File: src/rtl/br_cmp_sched.sv
// Two-requester round-robin scheduler around a shared branch / set-less-than comparator.
// Pipeline: stage A captures the granted request, stage B holds the resolved response.
module br_cmp_sched #(
    parameter int W = 32
) (
    input  logic         i_clk,
    input  logic         i_rst_n,

    input  logic         i_req0_valid,
    output logic         o_req0_ready,
    input  logic [W-1:0] i_req0_rs1,
    input  logic [W-1:0] i_req0_rs2,
    input  logic [2:0]   i_req0_op,

    input  logic         i_req1_valid,
    output logic         o_req1_ready,
    input  logic [W-1:0] i_req1_rs1,
    input  logic [W-1:0] i_req1_rs2,
    input  logic [2:0]   i_req1_op,

    output logic         o_rsp_valid,
    input  logic         i_rsp_ready,
    output logic         o_rsp_id,
    output logic         o_rsp_equal,
    output logic         o_rsp_less,
    output logic         o_rsp_taken
);

    localparam logic [2:0] OP_BEQ  = 3'b000;
    localparam logic [2:0] OP_BNE  = 3'b001;
    localparam logic [2:0] OP_SLT  = 3'b010;
    localparam logic [2:0] OP_SLTU = 3'b011;
    localparam logic [2:0] OP_BLT  = 3'b100;
    localparam logic [2:0] OP_BGE  = 3'b101;
    localparam logic [2:0] OP_BLTU = 3'b110;
    localparam logic [2:0] OP_BGEU = 3'b111;

    logic         pri_q, pri_d;

    logic         a_vld_q, a_vld_d;
    logic         a_id_q, a_id_d;
    logic [W-1:0] a_rs1_q, a_rs1_d;
    logic [W-1:0] a_rs2_q, a_rs2_d;
    logic [2:0]   a_op_q, a_op_d;

    logic         b_vld_q, b_vld_d;
    logic         b_id_q, b_id_d;
    logic         b_equal_q, b_equal_d;
    logic         b_less_q, b_less_d;
    logic         b_taken_q, b_taken_d;

    logic         b_adv;
    logic         a_free;
    logic         rdy0;
    logic         rdy1;
    logic         acc0;
    logic         acc1;

    logic         cmp_unsigned;
    logic         cmp_equal;
    logic         cmp_less;
    logic         cmp_taken;

    // Readies never look at their own port's valid; when both ports are valid
    // only the port under the priority pointer is ready.
    always_comb begin
        b_adv  = ~b_vld_q | i_rsp_ready;
        a_free = ~a_vld_q | b_adv;
        rdy0   = i_rst_n & a_free & (~pri_q | ~i_req1_valid);
        rdy1   = i_rst_n & a_free & ( pri_q | ~i_req0_valid);
        acc0   = i_req0_valid & rdy0;
        acc1   = i_req1_valid & rdy1;
    end

    always_comb begin
        cmp_unsigned = (a_op_q == OP_SLTU) | (a_op_q[2:1] == 2'b11);
        cmp_equal    = (a_rs1_q == a_rs2_q);
        if (cmp_unsigned) begin
            cmp_less = (a_rs1_q < a_rs2_q);
        end else begin
            cmp_less = ($signed(a_rs1_q) < $signed(a_rs2_q));
        end
        cmp_taken = 1'b0;
        case (a_op_q)
            OP_BEQ:  cmp_taken = cmp_equal;
            OP_BNE:  cmp_taken = ~cmp_equal;
            OP_SLT:  cmp_taken = cmp_less;
            OP_SLTU: cmp_taken = cmp_less;
            OP_BLT:  cmp_taken = cmp_less;
            OP_BGE:  cmp_taken = ~cmp_less;
            OP_BLTU: cmp_taken = cmp_less;
            OP_BGEU: cmp_taken = ~cmp_less;
            default: cmp_taken = 1'b0;
        endcase
    end

    always_comb begin
        pri_d = pri_q;
        if (acc0) begin
            pri_d = 1'b1;
        end else if (acc1) begin
            pri_d = 1'b0;
        end
    end

    always_comb begin
        a_vld_d = a_vld_q;
        a_id_d  = a_id_q;
        a_rs1_d = a_rs1_q;
        a_rs2_d = a_rs2_q;
        a_op_d  = a_op_q;
        if (a_free) begin
            a_vld_d = acc0 | acc1;
            if (acc1) begin
                a_id_d  = 1'b1;
                a_rs1_d = i_req1_rs1;
                a_rs2_d = i_req1_rs2;
                a_op_d  = i_req1_op;
            end else if (acc0) begin
                a_id_d  = 1'b0;
                a_rs1_d = i_req0_rs1;
                a_rs2_d = i_req0_rs2;
                a_op_d  = i_req0_op;
            end
        end
    end

    // Response fields only change when a new result moves in, so a drained
    // or stalled stage B keeps its last values on the outputs.
    always_comb begin
        b_vld_d   = b_vld_q;
        b_id_d    = b_id_q;
        b_equal_d = b_equal_q;
        b_less_d  = b_less_q;
        b_taken_d = b_taken_q;
        if (b_adv) begin
            b_vld_d = a_vld_q;
            if (a_vld_q) begin
                b_id_d    = a_id_q;
                b_equal_d = cmp_equal;
                b_less_d  = cmp_less;
                b_taken_d = cmp_taken;
            end
        end
    end

    always_ff @(posedge i_clk) begin
        if (!i_rst_n) begin
            pri_q     <= 1'b0;
            a_vld_q   <= 1'b0;
            a_id_q    <= 1'b0;
            a_rs1_q   <= '0;
            a_rs2_q   <= '0;
            a_op_q    <= '0;
            b_vld_q   <= 1'b0;
            b_id_q    <= 1'b0;
            b_equal_q <= 1'b0;
            b_less_q  <= 1'b0;
            b_taken_q <= 1'b0;
        end else begin
            pri_q     <= pri_d;
            a_vld_q   <= a_vld_d;
            a_id_q    <= a_id_d;
            a_rs1_q   <= a_rs1_d;
            a_rs2_q   <= a_rs2_d;
            a_op_q    <= a_op_d;
            b_vld_q   <= b_vld_d;
            b_id_q    <= b_id_d;
            b_equal_q <= b_equal_d;
            b_less_q  <= b_less_d;
            b_taken_q <= b_taken_d;
        end
    end

    assign o_req0_ready = rdy0;
    assign o_req1_ready = rdy1;
    assign o_rsp_valid  = b_vld_q;
    assign o_rsp_id     = b_id_q;
    assign o_rsp_equal  = b_equal_q;
    assign o_rsp_less   = b_less_q;
    assign o_rsp_taken  = b_taken_q;

endmodule

File: config.mk
export PLATFORM = sky130hd
export DESIGN_NAME = br_cmp_sched
export DESIGN_NICKNAME = d
export VERILOG_FILES = /design/src/rtl/br_cmp_sched.sv
export SDC_FILE = /design/constraint.sdc
export NUM_CORES = 1
export LEC_CHECK = 0
export CORE_MARGIN = 3
export CORE_UTILIZATION = 30
export DETAILED_ROUTE_END_ITERATION = 7
export SYNTH_ARGS = -nofsm -noshare
export SYNTH_HDL_FRONTEND = slang
export SYNTH_SLANG_ARGS = --single-unit
File: constraint.sdc
create_clock -name i_clk -period 5.3 [get_ports i_clk]
set_clock_uncertainty 0.15 [all_clocks]
set_input_delay 1.06 -clock i_clk [delete_from_list [all_inputs] [get_ports i_clk]]
set_output_delay 1.06 -clock i_clk [all_outputs]
set_load 0.05 [all_outputs]
; ---- After elaboration in Yosys (flattened, before gate mapping)
; Index checks and enable logic that the tools add are counted.
[op_classes]
magnitude_cmp = 2
n_eq_ne = 9
muxes = 12
bitwise_logic = 18
reduce_logical = 6
[op_table]
columns = operator, n
row1 = 32-bit two-way mux, 4
row2 = 32-bit < comparator, 2
row3 = 32-bit == test, 1
row4 = "3-bit == test, second input constant", 4
row5 = 1-bit inverter, 7
row6 = "3-bit by 2-bit == test with 1-bit output, second input constant", 2
row7 = 3-bit two-way mux, 2
row8 = 1-bit OR, 6
row9 = 1-bit bitwise AND, 5
row10 = 1-bit two-way mux, 5
row11 = 1-bit one-hot mux with 4 select lines, 1
row12 = 2-bit AND reduction, 2
row13 = 4-bit OR reduction, 1
row14 = "3-bit by 1-bit == test with 1-bit output, second input constant", 1
row15 = 3-bit zero test, 1
row16 = "2-bit == test, second input constant", 1
row17 = 2-bit nonzero test, 1
row18 = 2-bit OR reduction, 1
[word_totals]
regBits = 75
in_bits = 139
output_inout_bits = 7
word_cells = 58

; ---- Longest topological paths before layout
; Gate-level depths: netlist of the first run.
[logic_depth]
depth_word = 8
ltp_mapped = 10
ltp_nobuf = 10

; ---- Least setup slack after synthesis of the first run
; Ideal clock, no wire load.
[synth_timing]
kind = input port to output port
start = input i_rsp_ready
end = output o_req0_ready
arrival_ns = 2.157
required_ns = 4.090
setup_slack_ns = 1.933
cell_stages = 5
n_path_buf = 1
path_cell_list = nor2b_1 nand2_1 nand2_1 a21oi_1 clkbuf_1
[synth_between]
elab_chain_cells = 4
[synth_rtl]
columns = item, line_no
row1 = from (decl), 22  ; input logic i_rsp_ready,
row2 = 1-bit OR, 67  ; b_adv = ~b_vld_q | i_rsp_ready;
row3 = 1-bit OR, 68  ; a_free = ~a_vld_q | b_adv;
row4 = 1-bit bitwise AND (2 in a row), 69  ; rdy0 = i_rst_n & a_free & (~pri_q | ~i_req1_valid);
row5 = to (decl), 10  ; output logic o_req0_ready,
; Every way passes these cells.

; ---- Worst setup path after layout of the first run
[layout_timing]
start = input i_rsp_ready
end = output o_req1_ready
[layout_between]
elab_chain_cells = 4
[layout_rtl]
columns = item, line_no
row1 = 1-bit OR, 67
row2 = 1-bit OR, 68
row3 = 1-bit bitwise AND (2 in a row), 70  ; rdy1 = i_rst_n & a_free & ( pri_q | ~i_req0_valid);
row4 = to (decl), 16  ; output logic o_req1_ready,
; Every way passes these cells.

==> results.ini, run 1 <==
[hold_path]
hold_path.class = reg -> reg
worstHoldStart = a_id_q

[detailed_routing]
firstDrtPassIters = 7
ant_nets = 0
avgViaCountPerCell = 5.07
wl_mm = 12.4
vias = 4247
drc = 0
dr.first_iter.drc_count = 266
wl_per_cell_um = 14.7

[clock_network]
clk_latency_ns = 0.34
cts_sinks = 75
cts_root_buf = clkbuf_16
hold_buffers = 0
clockBufferDepth = 2
cts_inserted_buffers = 9
post_cts_resized = 0
cts_tree = done
cts_max_level = 3
cts_setup_buffers = 0
clk_pin_slew_ns = 0.05

[power]
power_leakage_uw = 0.00300
ir_worst_vdd_mv = 0.191
power_density_mw_per_mm2 = 271

[worst_setup_path]
worstPathRequired_ns = 4.09
r2r_setup_slack_ns = 2.63
critPathBufInv = 2
ff2ff_path_depth = 8
end_kind = output pin
crit_type = in -> out
arrival_ns = 2.90
start_kind = input port
cp_max_fo = 3
slowest_stage = clkdlybuf4s50_1
slowest_delay_ns = 0.87
critical_path.cell_chain = clkdlybuf4s50_1 -> nor2b_1 -> nand2_1 -> nand2_1 -> a21oi_1 -> clkdlybuf4s50_1
cp_top_family = buffers and inverters
cp-startpoint = i_rsp_ready
r2r-end = a_rs2_q[24]
crit_end = o_req1_ready
r2r-start = o_rsp_valid
cp.depth = 6

[die]
die_area_sq_mm = 0.0159
coreArea_sq_mm = 0.0140
ios = 146
die_width_um = 126
rows = 43
initial_core_util_pct = 30.9
die_y_um = 126

[timing]
fin_crit_sh_pct = 77.6
hold_viol_final = 0
min_period_ns = 4.11
slew_violations = 0
max_freq_mhz = 243
finalSetupTns_ns = 0
rsz0062_at_grt = false
tightestPinTransition_ns = 0.969
setup_viol = 0
max_slew_margin_pct = 35.4

[place]
port_buffers = 145
place_hpwl_mm = 8.70
gp_congestion = 0.740
placed_cells = 822
dpl_cell_area_sq_mm = 0.00587

[flow_run]
maxCapViolCount = 0

[synthesis]
synth_top_family_by_area = simple AND/OR/NAND/NOR gates
syn-num-nets = 710
avgSynthCellArea_sq_um = 8.02
muxShareOfSynthArea_pct = 0.463
synth-simple-area-share_pct = 26.0
syn_area_sq_mm = 0.00432
ys_types = 35
synthCells = 539
yosys_warnings = 0
synth_compound_area_share_pct = 21.7
ys_ff_latch = 75
synth_top_area_share_pct = 34.7
synth_fa_ha_area_share_pct = 9.26
yosys.area.top_type = dfxtp_1
yosysSeqAreaShare_pct = 34.7
synth-xor-area-share_pct = 0.608
synthTopCellsByArea = dfxtp_1, nand3_1, o211a_1, ha_1, nand2_1

[global_routing]
grt_max_degree = 100
grt_first_pass_wirelength_mm = 20.5
grt_use_total_pct = 15.7
grt_pass1_vias = 4282
grt.overflow.total = 0
antenna_found_initial = 0

[layout]
layout-area-overhead-vs-synth_pct = 42.9
diodes = 0
fin_nets = 824
mostFrequentLayoutCells = clkdlybuf4s50_1, nand3_1, nand2_1, dfxtp_1, o211a_1
final_cells = 838
drive_gt1_share_pct = 4.26
finish.instance_area_sq_mm = 0.00618
final_common_cell = clkdlybuf4s50_1

[outcome]
status = finished clean

registers in the layout, indices dropped and copies added, names as in the netlist:
signal and flops:
o_rsp_less 1, o_rsp_valid 1, pri_q 1, a_op_q 3
a_id_q 1, o_rsp_taken 1, a_rs2_q 32, o_rsp_equal 1
a_rs1_q 32, o_rsp_id 1, a_vld_q 1
how the worst min path moves through the flow:
stage                     depth (start not counted)  slack [ns]      to
after floorplan                                   2        0.28  a_id_q
after global placement                            2        0.30  a_id_q
after detailed placement                          2        0.31  a_id_q
after CTS                                         2        0.32  a_id_q
after global routing                              2        0.33  a_id_q
final                                             2        0.31  a_id_q
cells in the mapped netlist, drive strengths merged:
library cell  count
a221o             1
dfxtp            75
and4              4
xnor2             2
a2111o            1
a21o              2
o31ai             1
o21ai             4
xor2              1
a21oi            14
o211ai            2
nand4             4
buf               8
a211oi            2
nand2            82
a22o              1
nand3           139
a221oi            2
o221a             1
nor2b             4
a21boi            2
mux2i             2
clkbuf           39
o211a            69
nor3              1
ha               32
and2              2
o21a              3
nor2              5
inv              34
cells by family (layout without fill, tap and decap cells):
family / Yosys count / count (layout)
buffers and inverters: 81 / 200
xor gates and xnor gates: 3 / 3
and+or+nand+nor: 241 / 241
DFF: 75 / 75
muxes: 2 / 2
AOI/OAI and AO/OA: 105 / 105
adders and majority gates: 32 / 32
worst reg2reg max path, stage by stage (launching register included):
cell	delay (ns)
dfxtp_1	0.34
nor2b_1	0.23
nand2_1	0.10
nand2_1	0.14
a21oi_1	0.10
nand2_4	0.70
buf_4	0.54
nand3_1	0.13
o211a_1	0.15
routing by layer:
layer	GRT usage [%]	part of all wire, %	up-vias
met1	19.7	46	1973
met5	0	0	-
met2	26.1	47	104
li1	-	-	2158
met4	4.23	1.1	0
met3	4.83	6.0	12
area by class of cell:
cell class              instances  area [sq um]
clock buffers                  16           312
fillers                      1392          7810
inverters                      34           128
multi-input cells             383          2530
flip-flops and latches         75          1500
well taps                     180           225
repair buffers                150          1480
per-stage QoR:
step	utilization (%)	hold WS, ns	total power [uW]	worst slack (ns)
finish	44.2	0.311	1680	1.19
global route	44.2	0.334	1780	1.08
CTS	44.2	0.315	1700	1.17
detailed placement	41.9	0.306	1070	1.19
global placement	41.9	0.297	1060	1.19
floorplan	-	0.284	895	1.93
power breakdown:
group | switching (uW) | internal (uW)
clock | 227 | 394
combinational | 198 | 219
sequential | 27.8 | 610
Power figures use the tool's default switching activity.
==> run 2, diff against run 1 <==
==> constraint.sdc (replaced) <==
create_clock -name i_clk -period 3.7 [get_ports i_clk]
set_clock_uncertainty 0.15 [all_clocks]
set_input_delay 0.74 -clock i_clk [delete_from_list [all_inputs] [get_ports i_clk]]
set_output_delay 0.74 -clock i_clk [all_outputs]
set_load 0.05 [all_outputs]
==> run 2 against run 1 <==
Non-clock buffer count up 1. Largest cell class unchanged. First-iteration DRC count down 32%. Cell area up 0.14%. Register-to-register slack worse by 1.4 ns. Worst setup slack worse by 0.38 ns. Sequential share of layout area about the same. Global-route usage up 0.23 points. Routed wire length up 1.7%. Clock-buffer cell count down 1. Final cell count up 0.12%.
==> results.ini, run 2 (synthesis results as in run 1) <==
[detailed_routing]
drc = 0
avgViaCountPerCell = 5.05
dr_wl_met3_um = 728
wl_mm = 12.6
dr.first_iter.drc_count = 182
vias = 4237
ant_nets = 0
routed.top_layer = met4
wl_met2_mm = 5.88
wl_met1_mm = 5.78
firstDrtPassIters = 4
wl_per_cell_um = 15.0

[die]
initial_core_util_pct = 30.9
die_area_sq_mm = 0.0159
ios = 146
rows = 43
die_width_um = 126
die_y_um = 126
coreArea_sq_mm = 0.0140

[clock_network]
cts_max_level = 3
post_cts_resized = 0
cts_setup_buffers = 0
hold_buffers = 0
cts_sinks = 75
cts_inserted_buffers = 9
cts_root_buf = clkbuf_16
clk_pin_slew_ns = 0.06
clockBufferDepth = 2
clk_latency_ns = 0.34
cts_tree = done

[global_routing]
grt_use_total_pct = 15.9
grt_max_degree = 137
grt.overflow.total = 0
grt_first_pass_wirelength_mm = 20.9
antenna_found_initial = 0
grt_pass1_vias = 4397

[timing]
tightestPinTransition_ns = 0.843
hold_viol_final = 0
fin_crit_sh_pct = 78.2
slew_violations = 0
min_period_ns = 2.89
rsz0062_at_grt = false
max_freq_mhz = 345
setup_viol = 0
max_slew_margin_pct = 43.8
finalSetupTns_ns = 0

[layout]
drive_gt1_share_pct = 4.55
seq_area_sq_mm = 0.00150
fin_nets = 825
finish.instance_area_sq_mm = 0.00619
final_common_cell = clkdlybuf4s50_1
fill_cells = 1414
layout-area-overhead-vs-synth_pct = 43.1
mostFrequentLayoutCells = clkdlybuf4s50_1, nand3_1, nand2_1, dfxtp_1, o211a_1
largestRegisters = a_rs1_q (32), a_rs2_q (32), a_op_q (3)
multi_input_area_sq_mm = 0.00253
diodes = 0

[power]
fin_total_pwr_uw = 2380
power_density_mw_per_mm2 = 384
ir_worst_vdd_mv = 0.216
power_leakage_uw = 0.00301

[worst_setup_path]
critPathMostFrequentCell = nand2_1
slowest_stage = clkdlybuf4s50_1
cp_max_fo = 3
critPathBufInv = 2
worstPathRequired_ns = 2.81
cp_top_family = buffers and inverters
start_kind = input port
slowest_delay_ns = 0.45
critical_path.cell_chain = clkdlybuf4s50_1 -> nor2b_1 -> nand2_1 -> nand2_1 -> a21oi_1 -> buf_4
end_kind = output pin
arrival_ns = 2.00
crit_type = in -> out

[flow_run]
maxCapViolCount = 0

[outcome]
status = finished clean

[place]
place_hpwl_mm = 8.69
dpl_cell_area_sq_mm = 0.00589
gp_congestion = 0.763
port_buffers = 145

[hold_path]
hold_path.class = reg -> reg

==> run 2: path summary, 6_finish.rpt <==
check              startpoint      endpoint  slack, ns  depth (start not counted)
setup / recovery  i_rsp_ready  o_req1_ready       0.81                          6
hold / removal         a_id_q        a_id_q       0.32                          2
setup reg to reg  a_rs2_q[25]   o_rsp_taken       1.24                         10
hold reg to reg        a_id_q        a_id_q       0.32                          2
==> run 2: tightest hold or removal path: stages (launching register included) <==
cell     delay, ns
dfxtp_1       0.31
nand3_1       0.06
nand2_1       0.05
==> run 2: layer usage <==
metal	track usage, %	up-vias
li1	-	2158
met4	4.48	0
met1	19.8	1963
met3	5.22	15
met5	0	-
met2	26.4	101
==> run 2: stage by stage <==
step	setup WS (ns)	instances	hold WS, ns	util, %
after global routing	0.694	839	0.339	44.2
after CTS	0.801	839	0.320	44.2
after global placement	0.841	823	0.297	42.1
after detailed placement	0.787	823	0.311	42.1
after floorplan	0.687	539	0.284	-
final	0.805	839	0.319	44.2
==> run 2: cell type report <==
class / instances / share of cell area (%)
clock buffer: 15 / 4.65
timing repair buffer: 151 / 24.4
multi-input combinational: 383 / 40.9
inverter: 34 / 2.06
clock inverter: 1 / 0.0809
tap: 180 / 3.64
sequential: 75 / 24.3
==> run 2: power breakdown <==
part,total [uW],switching [uW],internal (uW)
clock network,860,333,527
registers,913,39.1,874
logic,603,286,318
total,2380,658,1720
